===== src/rtl/fp_short_norm_round_if.sv =====
// fp_short_norm_round_if: raw ALU result in, packed short float plus flags out.
interface fp_short_norm_round_if #(
    parameter int EXP_W = 4,
    parameter int MAN_W = 11
);
    logic                   in_valid;
    logic                   in_ready;
    logic                   in_sign;
    logic [7:0]             in_exp;
    logic [MAN_W+2:0]       in_mag;
    logic                   in_sticky;
    logic                   out_valid;
    logic                   out_ready;
    logic [EXP_W+MAN_W:0]   res_short;
    logic                   ovf;
    logic                   uf;
    logic                   inexact;
    modport master (
        output in_valid, in_sign, in_exp, in_mag, in_sticky, out_ready,
        input  in_ready, out_valid, res_short, ovf, uf, inexact
    );
    modport slave (
        input  in_valid, in_sign, in_exp, in_mag, in_sticky, out_ready,
        output in_ready, out_valid, res_short, ovf, uf, inexact
    );
endinterface


===== src/rtl/fp_short_norm_round.sv =====
// fp_short_norm_round: iterative normalize (one shift per cycle) and round-to-nearest-even to short float.
module fp_short_norm_round #(
    parameter int EXP_W = 4,
    parameter int MAN_W = 11,
    parameter int BIAS  = 7
) (
    input logic                 clk,
    input logic                 reset,
    fp_short_norm_round_if.slave bus
);
    typedef enum logic [1:0] {IDLE, SHIFT, ROUND, OUT} state_t;
    // All-ones biased exponent is reserved for infinity.
    localparam logic signed [8:0] EXP_MAX = 9'(2 * BIAS + 1);
    state_t               state, state_n;
    logic                 sign_r, sticky_r, ovf_r, uf_r, inx_r;
    logic signed [8:0]    exp_r, exp_rnd;
    logic [MAN_W+2:0]     mag_r;
    logic [MAN_W:0]       sum;
    logic [EXP_W+MAN_W:0] res_r;
    logic                 zero, norm, g, rup;
    assign bus.in_ready  = state == IDLE;
    assign bus.out_valid = state == OUT;
    assign bus.res_short = res_r;
    assign bus.ovf       = ovf_r;
    assign bus.uf        = uf_r;
    assign bus.inexact   = inx_r;
    always_comb begin
        zero    = mag_r == '0;
        norm    = !mag_r[MAN_W+2] && mag_r[MAN_W+1];
        g       = mag_r[0];
        rup     = g & (sticky_r | mag_r[1]);
        sum     = {1'b0, mag_r[MAN_W:1]} + (MAN_W+1)'(rup);
        exp_rnd = exp_r + 9'(sum[MAN_W]);
        state_n = state;
        unique case (state)
            IDLE:  state_n = bus.in_valid ? SHIFT : IDLE;
            SHIFT: state_n = (zero || norm) ? ROUND : SHIFT;
            ROUND: state_n = OUT;
            OUT:   state_n = bus.out_ready ? IDLE : OUT;
        endcase
    end
    always_ff @(posedge clk) begin
        if (!reset) state <= IDLE;
        else state <= state_n;
    end
    always_ff @(posedge clk) begin
        if (!reset) begin
            sign_r   <= 1'b0;
            sticky_r <= 1'b0;
            exp_r    <= '0;
            mag_r    <= '0;
            res_r    <= '0;
            ovf_r    <= 1'b0;
            uf_r     <= 1'b0;
            inx_r    <= 1'b0;
        end else begin
            unique case (state)
                IDLE: if (bus.in_valid) begin
                    sign_r   <= bus.in_sign;
                    exp_r    <= {bus.in_exp[7], bus.in_exp};
                    mag_r    <= bus.in_mag;
                    sticky_r <= bus.in_sticky;
                end
                SHIFT: if (!zero && mag_r[MAN_W+2]) begin
                    mag_r    <= mag_r >> 1;
                    exp_r    <= exp_r + 9'sd1;
                    sticky_r <= sticky_r | mag_r[0];
                end else if (!zero && !mag_r[MAN_W+1]) begin
                    mag_r <= mag_r << 1;
                    exp_r <= exp_r - 9'sd1;
                end
                ROUND: begin
                    ovf_r <= !zero && exp_rnd >= EXP_MAX;
                    uf_r  <= !zero && exp_rnd < EXP_MAX && exp_rnd <= 9'sd0;
                    inx_r <= !zero && (g || sticky_r || exp_rnd >= EXP_MAX || exp_rnd <= 9'sd0);
                    res_r <= zero ? {sign_r, {(EXP_W+MAN_W){1'b0}}} :
                             exp_rnd >= EXP_MAX ? {sign_r, {EXP_W{1'b1}}, {MAN_W{1'b0}}} :
                             exp_rnd <= 9'sd0 ? {sign_r, {(EXP_W+MAN_W){1'b0}}} :
                             {sign_r, exp_rnd[EXP_W-1:0], sum[MAN_W-1:0]};
                end
                OUT: ;
            endcase
        end
    end
endmodule


===== src/flat_wrapper.sv =====
// flat-port wrapper written by rule: the top's interface ports become plain ports
module fp_short_norm_round_flat 
#(
    parameter int EXP_W = 4,
    parameter int MAN_W = 11,
    parameter int BIAS  = 7
)
  (clk, reset, bus_in_valid, bus_in_sign, bus_in_exp, bus_in_mag, bus_in_sticky, bus_out_ready, bus_in_ready, bus_out_valid, bus_res_short, bus_ovf, bus_uf, bus_inexact);
  fp_short_norm_round_if #(.EXP_W(EXP_W), .MAN_W(MAN_W)) bus_i ();
  input logic clk;
  input logic reset;
  input wire logic [$bits(bus_i.in_valid)-1:0] bus_in_valid;
  input wire logic [$bits(bus_i.in_sign)-1:0] bus_in_sign;
  input wire logic [$bits(bus_i.in_exp)-1:0] bus_in_exp;
  input wire logic [$bits(bus_i.in_mag)-1:0] bus_in_mag;
  input wire logic [$bits(bus_i.in_sticky)-1:0] bus_in_sticky;
  input wire logic [$bits(bus_i.out_ready)-1:0] bus_out_ready;
  output wire logic [$bits(bus_i.in_ready)-1:0] bus_in_ready;
  output wire logic [$bits(bus_i.out_valid)-1:0] bus_out_valid;
  output wire logic [$bits(bus_i.res_short)-1:0] bus_res_short;
  output wire logic [$bits(bus_i.ovf)-1:0] bus_ovf;
  output wire logic [$bits(bus_i.uf)-1:0] bus_uf;
  output wire logic [$bits(bus_i.inexact)-1:0] bus_inexact;
  assign bus_i.in_valid = bus_in_valid;
  assign bus_i.in_sign = bus_in_sign;
  assign bus_i.in_exp = bus_in_exp;
  assign bus_i.in_mag = bus_in_mag;
  assign bus_i.in_sticky = bus_in_sticky;
  assign bus_i.out_ready = bus_out_ready;
  assign bus_in_ready = bus_i.in_ready;
  assign bus_out_valid = bus_i.out_valid;
  assign bus_res_short = bus_i.res_short;
  assign bus_ovf = bus_i.ovf;
  assign bus_uf = bus_i.uf;
  assign bus_inexact = bus_i.inexact;
  fp_short_norm_round #(.EXP_W(EXP_W), .MAN_W(MAN_W), .BIAS(BIAS)) u_core (.clk(clk), .reset(reset), .bus(bus_i));
endmodule

===== config.mk =====
export PLATFORM = sky130hd
export DESIGN_NAME = fp_short_norm_round_flat
export DESIGN_NICKNAME = d
export VERILOG_FILES = /design/src/rtl/fp_short_norm_round_if.sv /design/src/rtl/fp_short_norm_round.sv /design/src/flat_wrapper.sv
export SDC_FILE = /design/constraint.sdc
export NUM_CORES = 1
export LEC_CHECK = 0
export ABC_AREA = 1
export ABC_CLOCK_PERIOD_IN_PS = 5800
export CAP_MARGIN = 20
export CORE_MARGIN = 2
export CORE_UTILIZATION = 57
export DETAILED_ROUTE_END_ITERATION = 8
export GPL_TIMING_DRIVEN = 0
export PLACE_DENSITY = 0.85
export SYNTH_ARGS = -nofsm -noshare
export SYNTH_HDL_FRONTEND = slang
export SYNTH_SLANG_ARGS = --single-unit

===== constraint.sdc =====
create_clock -name clk -period 5.8 [get_ports clk]
set_input_delay 0.58 -clock clk [delete_from_list [all_inputs] [get_ports clk]]
set_output_delay 0.58 -clock clk [all_outputs]
set_load 0.02 [all_outputs]

Word level (Yosys, flattened, before mapping)
Cells that the tools add are included.

storage, ports and cells
  register bits = 46
  bits in latches = 0
  RAM bits = 0
  ROM bits = 0
  input port bits = 28
  output and inout bits = 21
  memories kept = 0

operators by class
  add/sub/neg operators = 4
  $mul = 0
  div/mod/pow operators = 0
  magnitude comparators = 3
  equal/unequal tests = 6
  shift-type cells = 0
  muxes and demuxes = 18
  bitwise logic cells = 3
  reduce and logical (&&, ||, !) cells = 20

operators with widths
  operator                                                               count
  15-bit 2-to-1 mux                                                      3
  14-bit 2-to-1 mux                                                      3
  14-bit one-hot mux with 2 select lines                                 1
  9-bit 2-to-1 mux                                                       3
  9-bit one-hot mux with 2 select lines                                  1
  14-bit logical NOT                                                     1
  11-bit by 1-bit adder with 12-bit output                               1
  9-bit by 1-bit adder with 9-bit output                                 1
  9-bit by 2-bit adder with 9-bit output, second input constant          1
  9-bit by 5-bit >= comparator with 1-bit output, second input constant  1
  9-bit by 1-bit <= comparator with 1-bit output, second input constant  1
  9-bit by 5-bit < comparator with 1-bit output, second input constant   1
  9-bit by 2-bit subtractor with 9-bit output, second input constant     1
  2-bit one-hot mux with 4 select lines                                  1
  1-bit logical AND                                                      7
  3-bit AND reduction                                                    2
  2-bit equality test, second input constant                             2
  1-bit logical OR                                                       4
  2-bit 2-to-1 mux                                                       2
  1-bit logical NOT                                                      3
  1-bit 2-to-1 mux                                                       3
  3-bit by 1-bit != test with 1-bit output, second input constant        1
  2-bit by 1-bit equality test with 1-bit output, second input constant  1
  2-bit logical NOT                                                      1
  7 further kinds                                                        8

Longest topological paths before layout
Gate-level depths: netlist of run 1.

  depth after elaboration = 8
  depth in mapped cells = 18
  mapped depth without buffers = 17

Least setup slack after synthesis of run 1
OpenSTA, ideal clock, no wires.

  path type = register to register
  from = register u_core.mag_r[4]
  to = register u_core.inx_r, in the netlist u_core.bus.inexact
  data arrival time = 2.438 ns
  data required time = 5.666 ns
  path slack = 3.228 ns
  cell stages (with the launch flop) = 15
  path buffers = 1
  path through = dfxtp_1 -> inv_1 -> nor3_1 -> nand4_1 -> nor3_1 -> ha_1 -> ha_1 -> nand3_1 -> nor2_1 -> nand3_1 -> xor2_2 -> nand2_1 -> buf_6 -> o21ai_0 -> a21oi_1

on the way
  cells in the longest elaborated chain, start to end = 6
  elaborated cells on any way between the ends = 9
  those cells by class = add/sub: 2; order compare: 2; reduce/logical: 5

RTL lines
  element                                         line                       RTL
  from (decl)                                     fp_short_norm_round.sv:17  logic [MAN_W+2:0] mag_r;
  from (signal assigned)                          fp_short_norm_round.sv:61  mag_r <= bus.in_mag;
  from (signal assigned)                          fp_short_norm_round.sv:65  mag_r <= mag_r >> 1;
  from (signal assigned)                          fp_short_norm_round.sv:69  mag_r <= mag_r << 1;
  11-bit by 1-bit adder with 12-bit output        fp_short_norm_round.sv:32  sum = {1'b0, mag_r[MAN_W:1]} + (MAN_W+1)'(rup);
  9-bit by 1-bit adder with 9-bit output          fp_short_norm_round.sv:33  exp_rnd = exp_r + 9'(sum[MAN_W]);
  9-bit by 5-bit >= comparator with 1-bit output  fp_short_norm_round.sv:75  inx_r <= !zero && (g || sticky_r || exp_rnd >= EXP_MAX || exp_rnd <= 9'sd0);
  1-bit logical OR (2 in series)                  fp_short_norm_round.sv:75
  1-bit logical AND (*)                           fp_short_norm_round.sv:75
  to (signal assigned)                            fp_short_norm_round.sv:75
  to (decl)                                       fp_short_norm_round.sv:15  logic sign_r, sticky_r, ovf_r, uf_r, inx_r;

Mark *: on every way between the ends. The rest lies on a longest branch, timed or not.
A chain may end at the register's enable or synchronous reset.

Worst setup path in the final report of run 1
Same ends and word-level chain as after synthesis.

==> results by group, run 1 <==
Outcome
  • Run status: completed

Logic synthesis
  • Leading post-synthesis cells by cell area: dfxtp_1 32%, nand2_1 11%, a21oi_1 9.0%, o21ai_0 6.0%, inv_1 4.7%
  • Top cells by count, synth: 83 x nand2_1, 51 x a21oi_1, 46 x dfxtp_1, 36 x inv_1, 34 x o21ai_0
  • Largest area contributor in the netlist: dfxtp_1
  • Sequential area share after synthesis: 0.324
  • Main synth FF type: dfxtp_1
  • Register bit count reported by yosys: 46
  • Yosys top cell area share: 0.324
  • Yosys cell types: 37
  • Post-synth EDFFs: 0
  • Most frequent cell after synthesis: nand2_1
  • Mapped Area: between 0.002 and 0.003 mm^2
  • Synth warn: 0
  • Post-Syn Nets: 450
  • Synthesized instance count: 411
  • Synthesized area per cell: 6.93 um^2
  • Share of flip-flops with an asynchronous set or reset: 0

Worst setup path
  • Reg2Reg Depth: 14
  • Critical Path Source Type: register
  • Worst stage delay on the critical path: 0.38 ns
  • CP Max Fanout: 10
  • Crit-path cells: inv_1, nor3_1, nand4_1, nor3_1, ha_1, ha_1, nand3_1, nor2_1, nand3_1, xor2_2, nand2_1, buf_6, o21ai_0, a21oi_1
  • CP max stage cell: dfxtp_1
  • Crit end category: register
  • Critical path class: reg -> reg
  • Worst EP arrival: 3.40 ns
  • R2R Path End: u_core.bus.inexact
  • Worst r2r src: u_core.mag_r[4]
  • Critical path data required time: 5.96 ns
  • R2R setup slack: 2.56 ns

GRT
  • Vias in the first global route: 2650
  • Largest net degree at the start of global routing: 18
  • Initial antenna violation count: 0
  • Tot GR Track Use: 0.288
  • Gr ovfl total: 0
  • First-pass GRT wire length: 12300 um

Drt
  • DR WL/cell: 14.1 um
  • Final WL: about 7500 um
  • Via count: 2975
  • Average vias per placed instance: ~5.6
  • DRC errors left: 0
  • Initial DRC Count: around 180
  • Post-route antenna net violation count: 0
  • DR pass1 iterations: 6

Floorplanning
  • I/O pin cnt: 49
  • Die width: 74.7 um
  • Chip height: 74.7 um
  • Initial Util: 0.599
  • Die area: ~0.0056 mm^2
  • Core footprint: 0.00475 mm^2
  • Std cell rows: 25

Clock network
  • CTS tree: done
  • CTS Buffer Depth: 2
  • CTS Sinks: 46
  • Post-CTS setup buffers: 0
  • Post-CTS Hold Fix Bufs: 0
  • Worst-path clk slew: 0.09 ns
  • H-tree depth: 2
  • Post-cts sizing count: 0
  • Skew-Pair Late Insertion Delay: roughly 0.30 ns
  • Total CTS buffers: 5
  • Clock root cell: clkbuf_8

Timing
  • Slew Viols, Final: 0
  • Final hold violations: 0
  • Tmin final: 3.24 ns
  • Crit share post-route: 0.559
  • # setup viols final: 0
  • Final hold slack: 0.468 ns
  • Setup TNS Final: 0 ns
  • Setup Skew: 0.00726 ns
  • Unrepaired setup endpoints after global routing: no
  • Worst-Margin Slew: 0.635 ns
  • Worst slew margin: 0.577
  • Max Freq: 309 MHz

Power and ir drop
  • PD cells: ~340 mW/mm^2
  • Reg power frac: 0.353
  • Clk pwr share: 0.200
  • Peak supply drop: 187 uV
  • Pint: between 0.0007 and 0.0008 W
  • Comb pwr share: 0.447
  • Tot Pwr: 0.00120 W
  • Switching Fraction: 0.417
  • Static leakage: 1.43 nW
  • Net Switching: 0.000502 W

Min path
  • HP Class: reg -> reg
  • Hold Path Stages: 2
  • Hold path startpoint: u_core.bus.res_short[1]
  • Hold path endpoint: u_core.bus.res_short[1]

Placement
  • IO Port Bufs: 48
  • Final RePlAce weighted congestion: ~0.97
  • DP Area: 0.00341 mm^2
  • DP HPWL: 5650 um

Layout
  • Design area: 0.00352 mm^2
  • Ant. Diodes: 0
  • Share of post-route cells with drive strength above 1: 0.0728
  • NumNets Final: 505
  • Fill cells: 411
  • Synthesis-to-finish area growth: 23.7%

Run
  • Max cap viols: 0
worst max-delay path by stage:
stage | start | slack [ns] | endpoint | cells past startpoint
floorplan | u_core.mag_r[4] | 3.23 | u_core.bus.inexact | 14
global placement | u_core.mag_r[5] | 2.79 | u_core.bus.inexact | 14
detailed placement | u_core.mag_r[5] | 2.57 | u_core.bus.inexact | 14
CTS | u_core.mag_r[5] | 2.56 | u_core.bus.inexact | 14
global route | u_core.mag_r[4] | 2.26 | u_core.bus.res_short[5] | 15
finish | u_core.mag_r[4] | 2.56 | u_core.bus.inexact | 14
worst max-delay path: cells and delay by family, from the launching register on:
| kind | cells | cell delay (ns) |
|---|---|---|
| AOI/OAI and AO/OA | 2 | 0.25 |
| xor gates and xnor gates | 1 | 0.28 |
| adders and majority gates | 2 | 0.51 |
| buffers and inverters | 2 | 0.28 |
| DFF | 1 | 0.38 |
| and+or+nand+nor | 7 | 1.40 |
state kept, by name, summed over array words and instances, names as in the netlist:
name and count:
u_core.bus.res_short 16, u_core.mag_r 14, u_core.exp_r 9, u_core.state 2, u_core.bus.inexact 1, u_core.bus.ovf 1, u_core.bus.uf 1, u_core.sign_r 1
u_core.sticky_r 1
kinds of logic (layout without fill, tap and decap cells):
kind of cell | after synthesis | after routing | synth area share
adders and majority gates | 11 | 11 | 0.0510
xor gates and xnor gates | 13 | 13 | 0.0426
muxes | 1 | 1 | 0.00352
DFF | 46 | 46 | 0.324
and+or+nand+nor | 168 | 168 | 0.265
buffers and inverters | 58 | 114 | 0.0919
AOI/OAI and AO/OA | 114 | 114 | 0.222
stage by stage:
step	setup WS, ns	cells	util
after global placement	2.79	526	0.717
final	2.56	534	0.741
after global routing	2.26	534	0.741
after floorplan	3.23	411	-
after CTS	2.56	534	0.741
after detailed placement	2.57	526	0.717
final cells by class:
cell class	instances	area, um^2	share of cell area
timing repair buffer	48	480	0.136
buffer	19	115	0.0327
multi-input combinational	307	1660	0.473
sequential	46	921	0.262
tap	67	83.8	0.0238
clock inverter	2	37.5	0.0107
inverter	39	146	0.0416
clock buffer	6	72.6	0.0206
placed cells by master, fill, tap and decap left out, types with 4 or more instances in the layout:
cell,Yosys,layout
nand2_1,83,83
a21oi_1,51,51
clkdlybuf4s50_1,0,48
dfxtp_1,46,46
inv_1,36,36
o21ai_0,34,34
nor2_1,29,29
nand3_1,24,24
nand4_1,11,11
xor2_1,10,10
ha_1,10,10
a31oi_1,9,9
clkbuf_1,6,7
nor3_1,6,6
a211oi_1,6,6
a22oi_1,6,6
buf_2,5,5
clkbuf_8,0,5
buf_6,4,4
nor2_2,4,4
power by group through the flow:
stage	Clock (W)	Sequential [W]	Combinational [W]
2_1_floorplan	0	0.000418	0.000396
3_5_place_dp	0	0.000430	0.000525
5_1_grt	0.000251	0.000432	0.000604
3_3_place_gp	0	0.000428	0.000515
6_report	0.000241	0.000425	0.000538
4_1_cts	0.000242	0.000423	0.000532
per-layer routing:
| layer | GRT usage | vias up | wire length [um] |
|---|---|---|---|
| met5 | 0 | - | 0 |
| met4 | 0.0714 | 0 | 61 |
| met3 | 0.0402 | 8 | 638 |
| met2 | 0.488 | 125 | 3470 |
| met1 | 0.392 | 1337 | 3370 |
| li1 | - | 1505 | - |
(Power assumes the default switching activity.)
==> run 2: changes to the inputs <==
--- a/config.mk
+++ b/config.mk
@@ -6,13 +6,13 @@
 export NUM_CORES = 1
 export LEC_CHECK = 0
 export ABC_AREA = 1
-export ABC_CLOCK_PERIOD_IN_PS = 5800
+export ABC_CLOCK_PERIOD_IN_PS = 2800
 export CAP_MARGIN = 20
 export CORE_MARGIN = 2
-export CORE_UTILIZATION = 57
+export CORE_UTILIZATION = 48
 export DETAILED_ROUTE_END_ITERATION = 8
 export GPL_TIMING_DRIVEN = 0
-export PLACE_DENSITY = 0.85
+export PLACE_DENSITY = 0.76
 export SYNTH_ARGS = -nofsm -noshare
 export SYNTH_HDL_FRONTEND = slang
 export SYNTH_SLANG_ARGS = --single-unit
==> constraint.sdc (replaced) <==
create_clock -name clk -period 2.8 [get_ports clk]
set_input_delay 0.28 -clock clk [delete_from_list [all_inputs] [get_ports clk]]
set_output_delay 0.28 -clock clk [all_outputs]
set_load 0.02 [all_outputs]
==> results by group, run 2 (synthesis gave the netlist of run 1 again) <==
Outcome
  • Run status: completed

Placement
  • Pre-CTS setup slack: -0.365 ns
  • DP Area: ~0.0034 mm^2
  • IO Port Bufs: 48
  • DP HPWL: 5690 um
  • Final RePlAce weighted congestion: 0.914

Worst setup path
  • Critical Path Source Type: register
  • Crit-path cells: inv_1, nor3_2, nand4_1, nor3_2, ha_2, ha_4, nand3_2, nor2_4, nand3_2, xor2_2, buf_4, nand2_2, buf_4, nand3_1, a21oi_1
  • CP max stage cell: dfxtp_1
  • Critical path data required time: between 2 and 3 ns
  • CP Max Fanout: 6
  • R2R setup slack: 0.12 ns
  • Worst stage delay on the critical path: 0.37 ns
  • Critical path class: reg -> reg
  • Worst EP arrival: ~2.8 ns
  • Crit end category: register

Min path
  • HP Class: reg -> reg

Timing
  • # setup viols final: 0
  • Max Freq: 373 MHz
  • Slew Viols, Final: 0
  • Crit share post-route: 0.957
  • Final hold violations: 0
  • Tmin final: 2.68 ns
  • Setup Skew: 0.00606 ns
  • Worst-Margin Slew: 0.620 ns
  • Fin worst setup slack: 0.122 ns
  • Worst slew margin: 0.586

Drt
  • Final WL: 7780 um
  • Post-route antenna net violation count: 0
  • Via count: 3011
  • DRC errors left: 0
  • DR pass1 iterations: 4
  • Initial DRC Count: approximately 210
  • Average vias per placed instance: around 5.5
  • DR WL/cell: ~14 um

GRT
  • First-pass GRT wire length: around 13000 um
  • Initial antenna violation count: 0
  • Vias in the first global route: 2770
  • Largest net degree at the start of global routing: 18
  • Tot GR Track Use: 0.247
  • Gr ovfl total: 0

Layout
  • Commonest non-fill, non-tap cell in the layout: nand2_1
  • NumNets Final: 516
  • Fill cells: ~540
  • Synthesis-to-finish area growth: 29.1%
  • Max reg flops: 16
  • Design area: 0.00367 mm^2
  • Ant. Diodes: 0
  • Share of post-route cells with drive strength above 1: 0.126
  • Final core utilization: 0.632
  • Most frequent cells in the layout: 81 x nand2_1, 51 x a21oi_1, 48 x clkdlybuf4s50_1

Floorplanning
  • Die width: 81.0 um
  • Die area: 0.00656 mm^2
  • I/O pin cnt: 49
  • Initial Util: 0.489
  • Chip height: 81.0 um
  • Std cell rows: 28
  • Core footprint: 0.00582 mm^2

Clock network
  • Skew-Pair Late Insertion Delay: 0.30 ns
  • Total CTS buffers: 5
  • CTS Sinks: 46
  • Clock root cell: clkbuf_8
  • H-tree depth: 2
  • CTS Buffer Depth: 2
  • CTS tree: done
  • Worst-path clk slew: roughly 0.090 ns

Run
  • Max cap viols: 0

Power and ir drop
  • Static leakage: 1.49 nW
  • PD cells: 699 mW/mm^2
  • Peak supply drop: approximately 360 uV
==> run 2: changes by cell type in the layout (fill, tap and decap cells not counted), moves of 2 or more <==
cell     previous run  this run
buf_4               2        13
dfxtp_1            46        41
dfxtp_2             0         3
dfxtp_4             0         2
ha_1               10         8
nand2_1            83        81
nand2_2             2         4
nand3_1            24        22
nand3_2             3         5
nor3_1              6         4
nor3_2              1         3
==> run 2: what timing repair did <==
action | CTS | global route
endpoints found under the setup margin | 18 | 18
pin swaps | 5 | 6
gates resized for setup | 8 | 13
hold buffers | 0 | 0
setup buffers | 5 | 5
cloned | 0 | 1
==> run 2: per-stage QoR <==
stage	hold slack, ns	TNS, ns	cells	power (W)
6_report	0.470	0	552	0.00257
5_1_grt	0.491	-0.184	552	0.00275
4_1_cts	0.471	0	546	0.00251
3_5_place_dp	0.458	-4.53	534	0.00198
3_3_place_gp	0.453	-3.51	534	0.00195
2_1_floorplan	0.418	0	411	0.00169
==> run 2: worst max-delay path: cells and delay by family, from the launching register on <==
family / cells / cell delay (ns)
adder cells (fa/ha/maj): 2 / 0.40
AND/OR/NAND/NOR: 8 / 1.04
buffers and inverters: 3 / 0.48
AO/OA/AOI/OAI: 1 / 0.06
XOR/XNOR: 1 / 0.20
flip-flops: 1 / 0.37
==> run 2: layout make-up <==
type,instances,area (um^2),area share
Timing Repair Buffer,59,563,0.153
Inverter,39,146,0.0398
Buffer,19,115,0.0313
Clock inverter,1,30.0,0.00817
Clock buffer,6,82.6,0.0225
Tap cell,75,93.8,0.0255
Sequential cell,46,932,0.254
Multi-Input combinational cell,307,1710,0.466
==> run 2: layer usage <==
metal / part of all wire / routed length [um] / vias up / track usage
met5: 0 / 0 / - / 0
met4: 0.022 / 173 / 0 / 0.102
met3: 0.055 / 432 / 16 / 0.0456
met2: 0.48 / 3720 / 99 / 0.402
met1: 0.44 / 3460 / 1370 / 0.321
li1: - / - / 1526 / -
==> run 2: path summary, 6_finish.rpt <==
kind | startpoint | endpoint | depth (start not counted)
max | u_core.mag_r[5] | u_core.bus.res_short[0] | 15
min | u_core.bus.res_short[6] | u_core.bus.res_short[6] | 2
max reg2reg | u_core.mag_r[5] | u_core.bus.res_short[0] | 15
min reg2reg | u_core.bus.res_short[6] | u_core.bus.res_short[6] | 2
==> run 2: where the power goes <==
part,switching [W],total [W],internal [W]
logic,0.000701,0.00117,0.000465
registers,0.000130,0.000889,0.000758
clock network,0.000228,0.000514,0.000286
